**config.mk**
```make
export PLATFORM = sky130hd
export DESIGN_NAME = instr_encoder
export DESIGN_NICKNAME = d
export VERILOG_FILES = /design/src/rtl/riscv_pkg.sv /design/src/rtl/instr_pack.sv /design/src/rtl/instr_encoder.sv
export SDC_FILE = /design/constraint.sdc
export NUM_CORES = 1
export LEC_CHECK = 0
export BUFFER_PORTS_ARGS = -buffer_cell sky130_fd_sc_hd__buf_2
export CORE_UTILIZATION = 45
export CTS_CLUSTER_SIZE = 40
export DETAILED_ROUTE_END_ITERATION = 8
export GPL_ROUTABILITY_DRIVEN = 1
export PLACE_DENSITY_LB_ADDON = 0.3
export SKIP_LAST_GASP = 1
export SYNTH_ARGS = -nofsm -noshare
export SYNTH_HDL_FRONTEND = slang
export SYNTH_SLANG_ARGS = --single-unit
```
**constraint.sdc**
```tcl
create_clock -name clk -period 2.8 [get_ports clk]
set_input_delay 0.14 -clock clk [delete_from_list [all_inputs] [get_ports clk]]
set_output_delay 0.14 -clock clk [all_outputs]
set_load 0.1 [all_outputs]
```
**src/rtl/riscv_pkg.sv**
```systemverilog
// Shared RV32I encoding constants, request-type enum and encoder types.
// Used by the instruction encoder and reusable by the main decoder.
package riscv_pkg;

  typedef enum logic [2:0] {
    REQ_R      = 3'b000,
    REQ_I      = 3'b001,
    REQ_LOAD   = 3'b010,
    REQ_STORE  = 3'b011,
    REQ_BRANCH = 3'b100,
    REQ_JAL    = 3'b101
  } req_type_e;

  localparam logic [6:0] OP_R      = 7'b0110011;
  localparam logic [6:0] OP_IMM    = 7'b0010011;
  localparam logic [6:0] OP_LOAD   = 7'b0000011;
  localparam logic [6:0] OP_STORE  = 7'b0100011;
  localparam logic [6:0] OP_BRANCH = 7'b1100011;
  localparam logic [6:0] OP_JAL    = 7'b1101111;

  typedef enum logic {
    ST_ACCEPT = 1'b0,
    ST_FULL   = 1'b1
  } enc_state_e;

  typedef struct packed {
    logic [31:0] instr;
    logic        legal;
  } pack_t;

  // True when v is representable as a signed value of the given bit width.
  function automatic logic fits_signed(input logic [31:0] v, input int unsigned bits);
    logic [31:0] hi;
    hi = $signed(v) >>> (bits - 1);
    return (hi == '0) || (hi == '1);
  endfunction

endpackage

```
**src/rtl/instr_pack.sv**
```systemverilog
// Combinational RV32I field packing and immediate range check; zero latency.
// No flow control: output follows inputs, legal=0 for bad type or out-of-range imm.
module instr_pack
  import riscv_pkg::*;
(
  input  logic [2:0]  req_type,
  input  logic [4:0]  rd,
  input  logic [4:0]  rs1,
  input  logic [4:0]  rs2,
  input  logic [2:0]  funct3,
  input  logic        funct7b5,
  input  logic [31:0] imm,
  output pack_t       pack
);

  always_comb begin
    pack.instr = '0;
    pack.legal = 1'b0;
    case (req_type_e'(req_type))
      REQ_R: begin
        pack.instr = {1'b0, funct7b5, 5'b0, rs2, rs1, funct3, rd, OP_R};
        pack.legal = 1'b1;
      end
      REQ_I: begin
        // Shifts carry funct7b5 in the upper immediate and only a 5-bit shamt.
        if (funct3 == 3'b001 || funct3 == 3'b101)
          pack.instr = {1'b0, funct7b5, 5'b0, imm[4:0], rs1, funct3, rd, OP_IMM};
        else
          pack.instr = {imm[11:0], rs1, funct3, rd, OP_IMM};
        pack.legal = fits_signed(imm, 12);
      end
      REQ_LOAD: begin
        pack.instr = {imm[11:0], rs1, funct3, rd, OP_LOAD};
        pack.legal = fits_signed(imm, 12);
      end
      REQ_STORE: begin
        pack.instr = {imm[11:5], rs2, rs1, funct3, imm[4:0], OP_STORE};
        pack.legal = fits_signed(imm, 12);
      end
      REQ_BRANCH: begin
        pack.instr = {imm[12], imm[10:5], rs2, rs1, funct3, imm[4:1], imm[11], OP_BRANCH};
        pack.legal = fits_signed(imm, 13) && !imm[0];
      end
      REQ_JAL: begin
        pack.instr = {imm[20], imm[10:1], imm[11], imm[19:12], rd, OP_JAL};
        pack.legal = fits_signed(imm, 21) && !imm[0];
      end
      default: begin
        pack.instr = '0;
        pack.legal = 1'b0;
      end
    endcase
  end

endmodule

```
**src/rtl/instr_encoder.sv**
```systemverilog
// Encodes requests into RV32I words and writes them to sequential memory; write 1 cycle after accept.
// Backpressure: req_ready low while full or during clr; illegal requests are consumed and flag err.
module instr_encoder
  import riscv_pkg::*;
#(
  parameter int          ADDR_W    = 8,
  parameter logic [31:0] BASE_ADDR = 32'h0000_0000
) (
  input  logic              clk,
  input  logic              rst,
  input  logic              clr,
  input  logic              req_valid,
  output logic              req_ready,
  input  logic [2:0]        req_type,
  input  logic [4:0]        rd,
  input  logic [4:0]        rs1,
  input  logic [4:0]        rs2,
  input  logic [2:0]        funct3,
  input  logic              funct7b5,
  input  logic [31:0]       imm,
  output logic              mem_we,
  output logic [31:0]       mem_addr,
  output logic [31:0]       mem_wdata,
  output logic [ADDR_W:0]   word_count,
  output logic              full,
  output logic              err
);

  localparam logic [ADDR_W:0] LAST = {1'b0, {ADDR_W{1'b1}}};

  enc_state_e      state_q, state_d;
  pack_t           pack;
  logic            accept, write_ok;
  logic            we_q, err_q;
  logic [31:0]     addr_q, wdata_q;
  logic [ADDR_W:0] wc_q;

  instr_pack u_pack (
    .req_type (req_type),
    .rd       (rd),
    .rs1      (rs1),
    .rs2      (rs2),
    .funct3   (funct3),
    .funct7b5 (funct7b5),
    .imm      (imm),
    .pack     (pack)
  );

  assign accept   = req_valid && req_ready;
  assign write_ok = accept && pack.legal;

  always_ff @(posedge clk) begin
    if (rst) state_q <= ST_ACCEPT;
    else     state_q <= state_d;
  end

  always_comb begin
    state_d = state_q;
    if (clr)
      state_d = ST_ACCEPT;
    else if (state_q == ST_ACCEPT && write_ok && wc_q == LAST)
      state_d = ST_FULL;
  end

  always_comb begin
    full      = (state_q == ST_FULL);
    req_ready = !full && !clr;
  end

  // word_count advances on the same edge that raises mem_we, so the
  // next back-to-back request already sees the updated slot.
  always_ff @(posedge clk) begin
    if (rst) begin
      we_q    <= 1'b0;
      addr_q  <= BASE_ADDR;
      wdata_q <= '0;
      wc_q    <= '0;
      err_q   <= 1'b0;
    end else begin
      we_q <= write_ok;
      if (write_ok) begin
        addr_q  <= BASE_ADDR + (32'(wc_q) << 2);
        wdata_q <= pack.instr;
      end
      if (clr) begin
        wc_q  <= '0;
        err_q <= 1'b0;
      end else begin
        if (write_ok)
          wc_q <= wc_q + (ADDR_W+1)'(1);
        if (accept && !pack.legal)
          err_q <= 1'b1;
      end
    end
  end

  assign mem_we     = we_q && !clr && !rst;
  assign mem_addr   = addr_q;
  assign mem_wdata  = wdata_q;
  assign word_count = wc_q;
  assign err        = err_q;

endmodule

```
==> results of run 1 <==
cell usage in the layout (no fill, tap or decap), types with 12 or more instances in the layout:
cell type,instances
nor2_1,12
buf_2,111
nand3_1,24
a21oi_1,60
conb_1,23
dfxtp_1,51
a211oi_1,18
nand2_1,17
nand4_1,14
o21ai_0,27
cell type report:
cell class	instances	area [um2]	share of cell area, %
clock buffers	5	68.8	1.93
clock inverters	3	28.8	0.807
inverters	6	22.5	0.632
multi-input cells	289	1700	47.6
flip-flops and latches	51	1020	28.6
well taps	77	96.3	2.70
repair buffers	121	631	17.7
cells by family after synthesis:
group                    count (synthesis)  synth area share (%)
AO/OA/AOI/OAI                          140                  28.7
adder cells (fa/ha/maj)                  2                 0.838
other                                    1                 0.126
AND/OR/NAND/NOR                        113                  20.5
buffers and inverters                   65                  11.9
flip-flops                              51                  34.2
XOR/XNOR                                 1                 0.294
multiplexers                            10                  3.35
worst max path at each step:
stage,endpoint,slack (ps),cells past startpoint
after detailed placement,mem_wdata[6],710,7
after CTS,word_count[4],950,6
after floorplan,mem_wdata[19],250,6
after global placement,mem_wdata[6],730,7
after global routing,mem_wdata[6],740,7
final,word_count[4],930,6
per-layer routing:
metal  global-route usage (%)  vias to the layer above
met5                        0                        -
met4                     5.24                        0
met3                     4.97                       12
met2                     40.5                      122
met1                     29.0                     1472
li1                         -                     1540
Yosys cell counts (10+ instances only):
cell type  count
a211oi_1      18
a21oi_1       60
buf_4         26
clkbuf_1      20
dfxtp_1       51
mux2i_1       10
nand2_1       17
nand2b_1      11
nand3_1       24
nand4_1       14
nor2_1        13
o21ai_0       27
power by group through the flow:
stage	Clock [mW]	Sequential, mW	Combinational (mW)
final	0.454	0.738	0.437
after detailed placement	0	0.754	0.434
after CTS	0.462	0.738	0.434
after global placement	0	0.754	0.429
after floorplan	0	0.811	0.305
after global routing	0.487	0.739	0.461
worst max-delay path: cells and delay by family (launching register included):
family | cells | cell delay (ps)
AND/OR/NAND/NOR | 4 | 990
flip-flops | 1 | 350
buffers and inverters | 1 | 320
AO/OA/AOI/OAI | 1 | 140
sequential cells by signal, indices dropped and copies added, names as in the netlist:
register / cells
err: 1
mem_wdata: 30
full: 1
word_count: 9
mem_addr: 9
we_q: 1
==> metrics.yaml, run 1 <==
syn_area_mm2: 0.00298
cts_repair_resize_count: 0
total_power_mw: 1.63
synth_cell_types: 46
ys_seq_area_share_pct: 34.2
slew_violations: 0
cts_max_path_buffers: 2
synthCells: 383
power_frac_seq_pct: 45.3
max_stage_delay_ps: 410
cts_made_buffers: 5
synth_top_cell_by_area: "dfxtp_1"
combPwrFrac_pct: 26.8
timing.rr.end: "word_count[4]"
wl_per_cell_um: 15.0
finish.utilization_pct: 55.8
wl_um: 8260
synth_top_flop_cell: "dfxtp_1"
yosysTopAreaCellShare_pct: 34.2
vias_per_cell: 5.70
fill_cells: 622
grt_usage_pct: 23.1
p_leak_nw: 1.52
status: "finished clean"
rows: 29
grt_overflow: 0
min_period_ps: 1870
wl_met2_um: 4000
core-area_mm2: 0.00639
yosys_warnings: 0
setup_ws_ps: 930
clk_pin_slew_ps: 100
dpl_cell_area_mm2: 0.00347
ios: 135
ys_seq_elements: 51
clock.fmax_mhz: 535
skew_ps: 6.36
drt-met1-wl_um: 3630
hold_violations: 0
grt_max_degree: 51
firstDrtPassIters: 5
fin_hold_ws_ps: 205
antenna_found_initial: 0
crit_start: "full"
crit_type: "reg -> reg"
rrSetupSlack_ps: 930
r2r-start: "full"
p_int_mw: 1.01
crit_path_max_fanout: 19
grt_first_pass_wirelength_um: 13100
reg2reg_depth: 6
synth_edf_count: 0
dp_cells: 544
top_layer: "met4"
start_util_pct: 46.7
drc: 0
postRouteAntennaNets: 0
die_w_um: 83.4
htreeDepth: 2
switching_power_mw: 0.615
n_antenna_cell: 0
place_hpwl_um: 6060
clkLatencyLatePin_ps: 310
switching_share_pct: 37.8
vias: 3146
dieArea_mm2: 0.00696
area_delta_synth_final_pct: 19.5
avgSynthCellArea_um2: 7.79
power_density_mw_per_mm2: 457
maxCapViolations: 0
stdcell_count: 552
cp_cell_sequence: "nor2_4, and2_1, buf_4, nand4_1, or3_1, a21oi_1"
route.met3.wl_um: 526
pre_cts_ws_ps: 714
arrival_ps: 2120
layout-drive-gt1-share_pct: 30.5
crit_slowest_cell: "and2_1"
cts.sink_count: 51
clockPowerShare_pct: 27.9
ctsHoldBuffers: 0
min_path_type: "in -> reg"
setup_violations: 0
rsz0062_at_grt: "false"
place.port_buffers: 111
fin_setup_tns_ps: 0
synth_area_leaders: "dfxtp_1, a21oi_1, buf_4"
hold_path_depth: 3
ir_worst_vdd_mv: 0.265
whs_endpoint: "mem_wdata[16]"
die_h_um: 83.4
cp-start-kind: "flop"
place.gp.congestion: 0.858
fin_crit_sh_pct: 66.8
end_kind: "flop"
grt_pass1_vias: 2807
drt_iter0_markers: 201
min-delay-start: "rs1[1]"
cts-root-buf: "clkbuf_8"
design_area_mm2: 0.00357
relSlewSlack_pct: 49.8
tritoncts: "built"
crit_required_ps: 3050
synthArstFlopShare_pct: 0
worst_pin_slew_ps: 749
nNetsFinal: 534
cts_setup_buffers: 0
(Power assumes the default switching activity.)
==> inputs of run 2 (changes only) <==
- ABC_AREA: default -> 1
- CORE_UTILIZATION: 45 -> 42
- clock period: 2.8 -> 1.5 ns (I/O delays scaled with it)
==> run 2 against run 1 <==
  * Cell count grew 15%
  * Clock-buffer cell count grew 2
  * Highest routed layer unchanged
  * Register-to-register slack lost 830 ps
  * Sequential power grew 86%
  * Largest power group unchanged
  * Power grew 93%
  * Largest cell class unchanged
==> metrics.yaml, run 2 <==
clk_pin_slew_ps: 100  # about the same
yosysTopAreaCellShare_pct: 35.3  # +1.1 points
relSlewSlack_pct: 65.6  # +16 points
hold_path_depth: 3  # unchanged
core-area_mm2: 0.00649  # +1.7%
crit_type: "reg -> reg"
dieArea_mm2: 0.00723  # +3.8%
place.port_buffers: 111  # unchanged
yosys_warnings: 0  # unchanged
wl_met2_um: 3650  # -8.8%
rows: 29  # unchanged
antenna_found_initial: 0  # unchanged
drt-met1-wl_um: 3560  # -2.2%
yosysMostFrequentCell: "nand2_1"
grt_max_degree: 41  # -20%
clock.fmax_mhz: 716  # +34%
skew_ps: 8.76  # +2.39 ps
grt_first_pass_wirelength_um: 12500  # -4.6%
synth_edf_count: 0  # unchanged
cts_max_path_buffers: 2  # unchanged
crit_path_max_fanout: 3  # -16
die_w_um: 85.0  # +1.9%
synthArstFlopShare_pct: 0  # unchanged
place_hpwl_um: 5890  # -2.9%
setup_ws_ps: 103  # -827 ps
wl_per_cell_um: 12.2  # -19%
setup_violations: 0  # unchanged
cts-root-buf: "clkbuf_8"
max_stage_delay_ps: 380  # -30 ps
status: "finished clean"
ys_seq_elements: 51  # unchanged
hold_violations: 0  # unchanged
largest_reg_flops: 30  # unchanged
grt_usage_pct: 21.2  # -1.9 points
synth_common_cells: "nand2_1, nand3_1, nor2_1"
cts_made_buffers: 5  # unchanged
route.met3.wl_um: 464  # -12%
rsz0062_at_grt: "true"
end_kind: "flop"
grt_pass1_vias: 2835  # +1.0%
synth_top_flop_cell: "dfxtp_1"
min_path_type: "in -> reg"
ir_worst_vdd_mv: 0.506  # +91%
n_antenna_cell: 0  # unchanged
arrival_ps: 1630  # -490 ps
die_h_um: 85.0  # +1.9%
reg2reg_depth: 7  # +1
clkLatencyLatePin_ps: 300  # about the same
place.gp.congestion: 0.919  # +7.0%
pre_cts_ws_ps: -71.0  # -785 ps
maxCapViolations: 0  # unchanged
synth_cell_types: 29  # -37%
worst_pin_slew_ps: 513  # -236 ps
crit_required_ps: 1730  # -1320 ps
min_period_ps: 1400  # -473 ps
synth_area_leaders: "dfxtp_1, nand2_1, nand3_1"
ys_seq_area_share_pct: 35.3  # +1.1 points
grt_overflow: 0  # unchanged
firstDrtPassIters: 4  # -1
cp_cell_sequence: "ha_4, nand4_1, nor3_2, ha_1, nand3_1, nand2_1, nor2_1"
stdcell_count: 634  # +15%
synth_top_cell_by_area: "dfxtp_1"
vias: 3200  # +1.7%
layout-drive-gt1-share_pct: 31.6  # +1.1 points
avgSynthCellArea_um2: 6.73  # -14%
wl_um: 7720  # -6.5%
fin_setup_tns_ps: 0  # unchanged
area_delta_synth_final_pct: 32.6
ios: 135  # unchanged
tritoncts: "built"
start_util_pct: 44.6  # -2.2 points
final_common_cell: "buf_2"
cts.sink_count: 51  # unchanged
power_density_mw_per_mm2: 817  # +79%
syn_area_mm2: 0.00289  # -3.0%
final_cell_mix: "buf_2, nand2_1, nand3_1, nor2_1, a21oi_1"
drc: 0  # unchanged
vias_per_cell: 5.05  # -11%
postRouteAntennaNets: 0  # unchanged
crit_slowest_cell: "dfxtp_4"
nNetsFinal: 616  # +15%
synthCells: 430  # +12%
top_layer: "met4"
slew_violations: 0  # unchanged
fin_crit_sh_pct: 93.2  # +26 points
drt_iter0_markers: 101  # -50%
cp-start-kind: "flop"
total_power_mw: 3.14  # +93%
p_leak_nw: 1.89  # +24%
htreeDepth: 2  # unchanged
dp_cells: 618  # +14%
-- run 2: changes by cell type after synthesis, moves of 11 or more --
cell,before,now
a211oi_1,18,0
nand3_1,24,59
o21ai_0,27,0
a21oi_1,60,48
nand2_1,17,86
nand2b_1,11,0
clkbuf_1,20,8
nor2_1,13,56
inv_1,4,34
-- run 2: kinds of logic after synthesis --
family | synth area share [%]
AND/OR/NAND/NOR | 31.9
flip-flops | 35.3
XOR/XNOR | 1.82
other | 0.130
adder cells (fa/ha/maj) | 0.865
AO/OA/AOI/OAI | 15.0
buffers and inverters | 15.0
-- run 2: report_power, final --
part | internal, mW | switching (mW) | total [mW]
Sequential | 1.36 | 0.00806 | 1.37
Combinational | 0.196 | 0.633 | 0.829
Clock | 0.482 | 0.461 | 0.943
Total | 2.04 | 1.10 | 3.14
-- run 2: worst max-delay path: cells and delay by family, from the launching register on --
kind / cells / cell delay [ps]
fa+ha+maj: 2 / 390
flops: 1 / 380
simple gates: 5 / 570
-- run 2: worst paths after layout --
check	from	to	slack [ps]
setup / recovery	word_count[1]	word_count[8]	100
hold / removal	imm[9]	mem_wdata[29]	20
setup reg to reg	word_count[1]	word_count[8]	100
hold reg to reg	err	err	450
-- run 2: per-stage QoR --
stage | hold WS [ps] | instance area, um2 | utilization (%)
detailed placement | 306 | 3630 | 55.9
floorplan | 228 | 3010 | -
global route | 13.1 | 3840 | 59.1
global placement | 308 | 3630 | 55.9
CTS | 8.49 | 3750 | 57.8
finish | 21.7 | 3840 | 59.1
-- run 2: cell type report --
class / instances / area (um2)
clock inverters: 1 / 8.76
flip-flops and latches: 51 / 1050
multi-input cells: 319 / 1560
inverters: 35 / 131
clock buffers: 7 / 108
repair buffers: 144 / 886
fillers: 636 / 2660
well taps: 77 / 96.3
-- run 2: layer usage --
metal	vias to the layer above	GRT usage [%]
li1	1616	-
met1	1455	27.3
met2	125	36.8
met3	4	3.40
met4	0	5.70
met5	-	0
-- run 2: what timing repair did --
item	CTS	global route
endpoints found under the setup margin	0	2
resized for setup	0	8
hold buffers	1	1
hold endpoints to repair	1	1
buffers inserted	0	6
